===== config.mk =====
export PLATFORM = sky130hd
export DESIGN_NAME = seg_display_driver_flat
export DESIGN_NICKNAME = d
export VERILOG_FILES = /design/src/rtl/seg_display_if.sv /design/src/rtl/seg_display_driver.sv /design/src/flat_wrapper.sv
export SDC_FILE = /design/constraint.sdc
export NUM_CORES = 1
export LEC_CHECK = 0
export CELL_PAD_IN_SITES_DETAIL_PLACEMENT = 0
export CELL_PAD_IN_SITES_GLOBAL_PLACEMENT = 1
export CORE_ASPECT_RATIO = 0.7
export CORE_MARGIN = 2
export CORE_UTILIZATION = 33
export DETAILED_ROUTE_END_ITERATION = 10
export GPL_TIMING_DRIVEN = 0
export PLACE_DENSITY_LB_ADDON = 0.05
export SLEW_MARGIN = 20
export SYNTH_ARGS = -nofsm -noshare
export SYNTH_HDL_FRONTEND = slang
export SYNTH_SLANG_ARGS = --single-unit

===== constraint.sdc =====
create_clock -name clk -period 2.4 [get_ports clk]
set_input_delay 0.48 -clock clk [delete_from_list [all_inputs] [get_ports clk]]
set_output_delay 0.48 -clock clk [all_outputs]
set_load 0.01 [all_outputs]

===== src/rtl/seg_display_if.sv =====
// Bus between the digit-rotation logic and the seven-segment driver.
// The master side supplies select, digit data and load; the slave side drives the display pins.
interface seg_display_if #(
  parameter int NUM_DIGITS = 5,
  parameter int SEL_W      = 3
);
  logic [SEL_W-1:0]        digit_sel;
  logic [4*NUM_DIGITS-1:0] digits_in;
  logic [NUM_DIGITS-1:0]   blink_mask;
  logic                    load;
  logic [NUM_DIGITS-1:0]   anode_n;
  logic [6:0]              seg_n;
  logic                    frame_start;

  modport master (
    output digit_sel, digits_in, blink_mask, load,
    input  anode_n, seg_n, frame_start
  );

  modport slave (
    input  digit_sel, digits_in, blink_mask, load,
    output anode_n, seg_n, frame_start
  );
endinterface


===== src/rtl/seg_display_driver.sv =====
// Multiplexed common-anode seven-segment driver: frame-synchronous double buffering,
// anti-ghost blanking on every select change and per-digit blinking.
module seg_hex7 (
  input  logic [3:0] i_val,
  output logic [6:0] o_seg_n
);
  always_comb begin
    o_seg_n = 7'h7F;
    case (i_val)
      4'h0: o_seg_n = 7'h40;
      4'h1: o_seg_n = 7'h79;
      4'h2: o_seg_n = 7'h24;
      4'h3: o_seg_n = 7'h30;
      4'h4: o_seg_n = 7'h19;
      4'h5: o_seg_n = 7'h12;
      4'h6: o_seg_n = 7'h02;
      4'h7: o_seg_n = 7'h78;
      4'h8: o_seg_n = 7'h00;
      4'h9: o_seg_n = 7'h10;
      4'hA: o_seg_n = 7'h08;
      4'hB: o_seg_n = 7'h03;
      4'hC: o_seg_n = 7'h46;
      4'hD: o_seg_n = 7'h21;
      4'hE: o_seg_n = 7'h06;
      4'hF: o_seg_n = 7'h0E;
      default: o_seg_n = 7'h7F;
    endcase
  end
endmodule

module seg_display_driver #(
  parameter int NUM_DIGITS   = 5,
  parameter int SEL_W        = 3,
  parameter int BLANK_CYCLES = 250,
  parameter int BLINK_FRAMES = 30
) (
  input logic         clk,
  input logic         reset_n,
  seg_display_if.slave bus
);
  localparam int BW = (BLANK_CYCLES > 0) ? $clog2(BLANK_CYCLES + 1) : 1;
  localparam int FW = (BLINK_FRAMES > 1) ? $clog2(2 * BLINK_FRAMES) : 1;

  typedef struct packed {
    logic [NUM_DIGITS-1:0][3:0] dig;
    logic [NUM_DIGITS-1:0]      blink;
  } buf_t;

  logic [SEL_W-1:0]      r_sel_q;
  logic [BW-1:0]         r_blank_cnt;
  logic [FW-1:0]         r_frame_cnt;
  logic [NUM_DIGITS-1:0] r_anode_n;
  logic [6:0]            r_seg_n;
  logic                  r_frame_start;
  buf_t                  r_act, r_pend;
  logic                  r_pend_vld;

  buf_t                        w_in;
  logic                        w_chg, w_bnd;
  logic [NUM_DIGITS-1:0][6:0]  w_dec;
  logic [6:0]                  w_seg_sel;
  logic [NUM_DIGITS-1:0]       w_an_sel;
  logic                        w_sel_ok, w_blink_sel, w_blink_off, w_lit;

  assign w_in  = {bus.digits_in, bus.blink_mask};
  assign w_chg = (bus.digit_sel != r_sel_q);
  // Only a 4->0 style wrap counts; returning to 0 from an out-of-range select does not.
  assign w_bnd = w_chg && (r_sel_q == SEL_W'(NUM_DIGITS - 1)) && (bus.digit_sel == '0);

  for (genvar gi = 0; gi < NUM_DIGITS; gi++) begin : g_dec
    seg_hex7 u_hex (.i_val(r_act.dig[gi]), .o_seg_n(w_dec[gi]));
  end

  always_comb begin
    w_seg_sel   = 7'h7F;
    w_an_sel    = '1;
    w_blink_sel = 1'b0;
    w_sel_ok    = 1'b0;
    for (int i = 0; i < NUM_DIGITS; i++) begin
      if (r_sel_q == SEL_W'(i)) begin
        w_seg_sel   = w_dec[i];
        w_an_sel    = ~(NUM_DIGITS'(1) << i);
        w_blink_sel = r_act.blink[i];
        w_sel_ok    = 1'b1;
      end
    end
  end

  assign w_blink_off = w_blink_sel && (r_frame_cnt >= FW'(BLINK_FRAMES));
  assign w_lit       = w_sel_ok && !w_blink_off;

  always_ff @(posedge clk or negedge reset_n) begin
    if (!reset_n) begin
      r_sel_q       <= '0;
      r_blank_cnt   <= BW'(BLANK_CYCLES);
      r_anode_n     <= '1;
      r_seg_n       <= '1;
      r_frame_start <= 1'b0;
    end else begin
      r_frame_start <= w_bnd;
      if (w_chg) begin
        r_sel_q     <= bus.digit_sel;
        r_blank_cnt <= BW'(BLANK_CYCLES);
        r_anode_n   <= '1;
        r_seg_n     <= '1;
      end else if (r_blank_cnt != '0) begin
        r_blank_cnt <= r_blank_cnt - BW'(1);
        r_anode_n   <= '1;
        r_seg_n     <= '1;
      end else begin
        r_anode_n <= w_lit ? w_an_sel  : '1;
        r_seg_n   <= w_lit ? w_seg_sel : 7'h7F;
      end
    end
  end

  // On a boundary the active buffer takes the pending contents as they were before this edge;
  // a simultaneous load refills pending for the following frame.
  always_ff @(posedge clk or negedge reset_n) begin
    if (!reset_n) begin
      r_act       <= '0;
      r_pend      <= '0;
      r_pend_vld  <= 1'b0;
      r_frame_cnt <= '0;
    end else begin
      if (w_bnd) begin
        r_frame_cnt <= (r_frame_cnt == FW'(2 * BLINK_FRAMES - 1)) ? '0 : r_frame_cnt + FW'(1);
        if (r_pend_vld) r_act <= r_pend;
      end
      if (bus.load) begin
        r_pend     <= w_in;
        r_pend_vld <= 1'b1;
      end else if (w_bnd) begin
        r_pend_vld <= 1'b0;
      end
    end
  end

  assign bus.anode_n     = r_anode_n;
  assign bus.seg_n       = r_seg_n;
  assign bus.frame_start = r_frame_start;
endmodule

===== src/flat_wrapper.sv =====
// flat-port wrapper written by rule: the top's interface ports become plain ports
module seg_display_driver_flat 
#(
  parameter int NUM_DIGITS   = 5,
  parameter int SEL_W        = 3,
  parameter int BLANK_CYCLES = 250,
  parameter int BLINK_FRAMES = 30
)
  (clk, reset_n, bus_digit_sel, bus_digits_in, bus_blink_mask, bus_load, bus_anode_n, bus_seg_n, bus_frame_start);
  seg_display_if #(.NUM_DIGITS(NUM_DIGITS), .SEL_W(SEL_W)) bus_i ();
  input logic clk;
  input logic reset_n;
  input wire logic [$bits(bus_i.digit_sel)-1:0] bus_digit_sel;
  input wire logic [$bits(bus_i.digits_in)-1:0] bus_digits_in;
  input wire logic [$bits(bus_i.blink_mask)-1:0] bus_blink_mask;
  input wire logic [$bits(bus_i.load)-1:0] bus_load;
  output wire logic [$bits(bus_i.anode_n)-1:0] bus_anode_n;
  output wire logic [$bits(bus_i.seg_n)-1:0] bus_seg_n;
  output wire logic [$bits(bus_i.frame_start)-1:0] bus_frame_start;
  assign bus_i.digit_sel = bus_digit_sel;
  assign bus_i.digits_in = bus_digits_in;
  assign bus_i.blink_mask = bus_blink_mask;
  assign bus_i.load = bus_load;
  assign bus_anode_n = bus_i.anode_n;
  assign bus_seg_n = bus_i.seg_n;
  assign bus_frame_start = bus_i.frame_start;
  seg_display_driver #(.NUM_DIGITS(NUM_DIGITS), .SEL_W(SEL_W), .BLANK_CYCLES(BLANK_CYCLES), .BLINK_FRAMES(BLINK_FRAMES)) u_core (.clk(clk), .reset_n(reset_n), .bus(bus_i));
endmodule

# Word-level counts from Yosys, hierarchy flattened
# Memory sizes are Yosys's and may differ from the RTL's.
# Cells that the tools add are included.
# W data, S select, Z words.
[word_totals] regBits=81 mem_bits_ro=560 input_bits=31 output_inout_bits=13 word_cells=75 n_memories=5
[memory_table] memory="(no name shown)" depth=16 word_bits=7 read_ports=1 rd_ports_with_merged_regs=0 write_ports=0 line="seg_display_driver.sv:9" text="case (i_val)"
[memory_table] memory="(no name shown)" depth=16 word_bits=7 read_ports=1 rd_ports_with_merged_regs=0 write_ports=0 line="seg_display_driver.sv:9"
[memory_table] memory="(no name shown)" depth=16 word_bits=7 read_ports=1 rd_ports_with_merged_regs=0 write_ports=0 line="seg_display_driver.sv:9"
[memory_table] memory="(no name shown)" depth=16 word_bits=7 read_ports=1 rd_ports_with_merged_regs=0 write_ports=0 line="seg_display_driver.sv:9"
[memory_table] memory="(no name shown)" depth=16 word_bits=7 read_ports=1 rd_ports_with_merged_regs=0 write_ports=0 line="seg_display_driver.sv:9"
[classes] n_addsub=2 order_cmp=1 eq_ne=6 mux=31 reduce_logical=11
[ops] op="$mux W7" count=8
[ops] op="$mux W5" count=7
[ops] op="$mux W8" count=2
[ops] op="$mux W1" count=13
[ops] op="$reduce_bool A8 Y1" count=1
[ops] op="$sub A8 B1 Y8 const B" count=1
[ops] op="$add A6 B1 Y6 const B" count=1
[ops] op="$eq A3 B2 Y1 const B" count=2
[ops] op="$eq A6 B6 Y1 const B" count=1
[ops] op="$ge A6 B5 Y1 const B" count=1
[ops] op="$logic_not A3 Y1" count=2
[ops] op="$mux W6" count=1
[ops] op="$logic_and A1 B1 Y1" count=4
[ops] op="$reduce_bool A2 Y1" count=2
[ops] op="$eq A3 B1 Y1 const B" count=1
[ops] op="$eq A3 B3 Y1 const B" count=1
[ops] op="$ne A3 B3 Y1" count=1
[ops] op="$reduce_and A2 Y1" count=1
[ops] op="$logic_not A1 Y1" count=1

# Logic depth before layout (Yosys ltp)
[depth] depth_word=12 ltp_mapped=8 depth_no_buf=7

# Modules after synthesis
# From an unflattened synthesis, not the netlist that was laid out.
[hier_totals] hier_cells=438 hier_area_um2=5029.8
[by_module_without_submodules] mod="seg_display_driver" instances=1 cells_per_inst=278 area_each_um2=3653.5
[by_module_without_submodules] mod="seg_hex7" instances=5 cells_per_inst=32 area_each_um2=275.3

# Worst setup path after synthesis
# OpenSTA, ideal clock, no wires.
[synth_timing] path_type="register -> register" start="register u_core.r_blank_cnt[3]" end="register u_core.r_seg_n[2], in the netlist u_core.bus.seg_n[2]" arrival_time_ns=1.961 required_ns=2.291 slack_ns=0.329 stages_incl_launch_ff=6 n_path_buf=1 cell_sequence="dfstp_2 or4_4 or3_1 buf_6 a2111oi_4 o221ai_1"
[synth_between] elab_chain_cells=3
[synth_rtl] element="start: declaration" line="seg_display_driver.sv:50" text="logic [BW-1:0] r_blank_cnt;"
[synth_rtl] element="start signal: assignment" line="seg_display_driver.sv:95" text="r_blank_cnt <= BW'(BLANK_CYCLES);"
[synth_rtl] element="start signal: assignment" line="seg_display_driver.sv:103" text="r_blank_cnt <= BW'(BLANK_CYCLES);"
[synth_rtl] element="start signal: assignment" line="seg_display_driver.sv:107" text="r_blank_cnt <= r_blank_cnt - BW'(1);"
[synth_rtl] element="$reduce_bool A8 Y1" line="seg_display_driver.sv:106" text="end else if (r_blank_cnt != '0) begin"
[synth_rtl] element="$mux W7" line="seg_display_driver.sv:106"
[synth_rtl] element="$mux W7" line="seg_display_driver.sv:101" text="if (w_chg) begin"
[synth_rtl] element="end signal: assignment" line="seg_display_driver.sv:112" text="r_seg_n <= w_lit ? w_seg_sel : 7'h7F;"
[synth_rtl] element="end: declaration" line="seg_display_driver.sv:53" text="logic [6:0] r_seg_n;"
# No other way between the ends.
# A chain may end at the register's enable or synchronous reset.

# Final worst setup path
[layout_timing] start="register u_core.r_sel_q[0]" end="register u_core.r_frame_cnt[0]"
[layout_between] elab_chain_cells=3 elab_cells_between_ends=4 cone_classes="eq/ne: 2; reduce/logical: 2"
[layout_rtl] element="start: declaration" line="seg_display_driver.sv:49" text="logic [SEL_W-1:0] r_sel_q;"
[layout_rtl] element="start signal: assignment" line="seg_display_driver.sv:102" text="r_sel_q <= bus.digit_sel;"
[layout_rtl] element="$ne A3 B3 Y1 / $eq A3 B3 Y1 (equally long branches)" line="seg_display_driver.sv:66, seg_display_driver.sv:68"
[layout_rtl] element="$logic_and A1 B1 Y1 (*) (2 in a row)" line="seg_display_driver.sv:68" text="assign w_bnd = w_chg && (r_sel_q == SEL_W'(NUM_DIGITS - 1)) && (bus.digit_sel == '0);"
[layout_rtl] element="named net u_core.w_bnd" line="seg_display_driver.sv:59" text="logic w_chg, w_bnd;"
[layout_rtl] element="end signal: assignment" line="seg_display_driver.sv:127" text="r_frame_cnt <= (r_frame_cnt == FW'(2 * BLINK_FRAMES - 1)) ? '0 : r_frame_cnt + FW'(1);"
[layout_rtl] element="end: declaration" line="seg_display_driver.sv:51" text="logic [FW-1:0] r_frame_cnt;"
# The timed path passes the listed nets; every way through them passes the cells marked *.

==> flow_summary_export.csv <==
group,metric,value,unit
clock_network,clkTransAtPathRegs,70,ps
synth,synth_edf_count,0,
timing,max_freq,0.456,GHz
placed_design,dp_slack,-365,ps
floorplan,core_area,14000,µm²
worst_setup_path,worstPathRequired,2620,ps
synth,synth_compound_area_share,13.1,%
final_layout,drive_gt1_share,20.6,%
global_routing,grt_pass1_wl,19000,µm
synth,ys_ff_latch,81,
worst_setup_path,worstSetupEndpointType,"flip-flop",
global_routing,track_usage,15.8,%
floorplan,start_util,34.0,%
worst_setup_path,r2r_slack,210,ps
synth,yosys-top-cells-area,"dfrtp_1 (33%), mux2_2 (13%), dfstp_2 (10%)",
synth,syn_area,4740,µm²
final_layout,syn_to_final_growth,20.8,%
timing,fin_crit_sh,91.3,%
worst_setup_path,r2r_cells,7,
timing,setup_violations,0,
clock_network,clock-sinks,81,
clock_network,clock-root-buffer,"clkbuf_16",
floorplan,fp.dieH,104,µm
placed_design,dp_hpwl,8410,µm
detailed_routing,via_count,3451,
detailed_routing,drt-total-wl,11300,µm
synth,synth_flop_cell,"dfrtp_1",
pwr,ir_drop,0.344,mV
worst_setup_path,regToRegStartpoint,"u_core.r_sel_q[0]",
timing,worst_clock_skew,6.19,ps
timing,slew_viol_final,0,
synth,synth_warnings,0,
pwr,p_leak,2.38,nW
synth,ys_seq_area_share,43.2,%
placed_design,port_buffers,42,
timing,setup_ws,208,ps
synth,synth_top_family_by_area,"multiplexers",
synth,synthSimpleGateAreaFrac,13.9,%
clock_network,cts_tree,"done",
worst_setup_path,start_kind,"flip-flop",
floorplan,dieArea,15400,µm²
final_layout,fillers,1382,
timing,fin_crit,2190,ps
worst_hold_path,hold_class,"input port to async pin",
detailed_routing,dr.pass1.iters,4,
global_routing,grt_pass1_vias,3490,
synth,yosys.area_share.xor_xnor,1.66,%
timing,slew_headroom,47.1,%
clock_network,clockBufferDepth,2,
flow_run,maxCapViolations,0,
clock_network,h-tree-depth,3,
clock_network,cts_hold_buf,0,
status,status,"complete, no violations",
final_layout,final_common_cell,"dfrtp_1",
synth,synth_nets,522,
worst_setup_path,path_class,"flip-flop to flip-flop",
timing,worst_pin_slew,794,ps
floorplan,rows,36,
clock_network,numCtsBuffers,9,
timing,rsz0062_at_grt,"false",
pwr,finalPower,0.00409,W
final_layout,layout_common_cells,"dfrtp_1 (63), mux2_2 (53), clkdlybuf4s50_1 (41)",
floorplan,die_w,147,µm
synth,synth_top_area_share,33.2,%
pwr,p_per_area,715,nW/µm²
synth,synth_area_per_cell,10.4,µm²
placed_design,gp_congestion,0.817,
floorplan,io_pins,44,
detailed_routing,via_per_inst,4.90,
worst_setup_path,critical_path.max_fanout,10,
synth,synthCells,456,
detailed_routing,drtAntennaViolNets,0,
synth,synthAdderAreaFrac,9.23,%
final_layout,num-nets-final,576,
timing,finalHoldViolations,0,
global_routing,antenna_found_initial,0,
worst_setup_path,cp.arrival,2410,ps
global_routing,overflow,0,
clock_network,clk_latency,350,ps
synth,async_flop_share,100,%
synth,synthMuxAreaShare,15.0,%
worst_setup_path,rr_endpoint,"u_core.r_frame_cnt[0]",
global_routing,grt_max_degree,43,
synth,synth_top_cell_by_area,"dfrtp_1",
detailed_routing,drt_iter0_markers,169,
final_layout,diodes,0,
synth,synthDistinctLibCells,57,
final_layout,utilization,41.0,%
detailed_routing,wire_per_inst,16.0,µm
detailed_routing,route.detailed.drc,0,
-- final cells by class --
cell class | count | area, µm² | area share [%]
Buffer | 30 | 130 | 2.27
Clock buffer | 9 | 225 | 3.93
Clock inverter | 7 | 60.1 | 1.05
Inverter | 17 | 63.8 | 1.11
Multi-Input combinational cell | 327 | 2520 | 44.0
Sequential cell | 81 | 2050 | 35.8
Tap cell | 190 | 238 | 4.15
Timing Repair Buffer | 44 | 445 | 7.77
-- power breakdown --
part           switching (W)  internal [W]  leakage (nW)  total [W]
registers           0.000165       0.00152         0.968    0.00169
clock network       0.000604      0.000719         0.137    0.00132
logic               0.000589      0.000496          1.28    0.00109
total                0.00136       0.00274          2.38    0.00409
-- synth_stat cells (all sizes together) (3+ instances only) --
cell and n:
a2111oi 3, a211o 4, a211oi 7, a21oi 17
a221oi 3, a22oi 3, and3 3, buf 5
clkbuf 26, dfrtp 63, dfstp 18, ha 35
inv 17, mux2 53, mux2i 9, nand2 41
nand2b 15, nand3 13, nand4 4, nor2 28
nor2b 10, nor3 9, o211ai 3, o21a 3
o21ai 16, o311ai 4, xnor2 5, xor2 4
-- timing repair --
item	CTS	global route
pin swaps	1	1
endpoints found under the setup margin	28	3
buffers inserted	0	1
resized for setup	8	0
-- registers in the layout (all words and copies together), names as in the netlist --
name                    count
u_core.bus.anode_n          5
u_core.bus.frame_start      1
u_core.bus.seg_n            7
u_core.r_act               25
u_core.r_blank_cnt          8
u_core.r_frame_cnt          6
u_core.r_pend              25
u_core.r_pend_vld           1
u_core.r_sel_q              3
-- how the worst max path moves through the flow --
stage	cells after the start	from	slack (ps)	to
after floorplan	5	u_core.r_blank_cnt[3]	330	u_core.bus.seg_n[2]
after global placement	1	reset_n	-2110	u_core.r_act[11]
after detailed placement	6	bus_digit_sel[2]	-370	u_core.r_act[0]
after CTS	7	u_core.r_blank_cnt[0]	70	u_core.bus.seg_n[2]
after global routing	7	u_core.r_sel_q[0]	20	u_core.r_frame_cnt[3]
final	7	u_core.r_sel_q[0]	210	u_core.r_frame_cnt[0]
-- metrics by stage --
stage | instance area (µm²) | std cells | hold WS, ps | TNS [ps]
final | 5730 | 705 | 116 | 0
after global routing | 5730 | 705 | 150 | 0
after CTS | 5720 | 704 | 123 | 0
after detailed placement | 5420 | 689 | 492 | -7560
after global placement | 5400 | 688 | 482 | -161090
after floorplan | 4740 | 456 | 184 | 0
-- cell families after synthesis --
kind of cell	after synthesis
xor gates and xnor gates	9
and+or+nand+nor	134
buffers and inverters	48
AOI/OAI and AO/OA	86
adders and majority gates	35
muxes	63
DFF	81
-- critical path, stage by stage, from the launching register on --
cell and delay, ps:
dfrtp_1 390, clkbuf_2 220, or2_2 400, nor4_2 220, buf_2 280, nand2_1 120
nor3_1 350, nor2_1 90
-- layer usage --
layer | global-route usage [%] | vias up | routed length [µm]
met3 | 4.04 | 11 | 435
met1 | 23.7 | 1660 | 6120
met4 | 4.33 | 0 | 114
met5 | 0 | - | 0
met2 | 22.4 | 56 | 4620
li1 | - | 1724 | -
No activity file was read; power rests on OpenSTA's default activity.
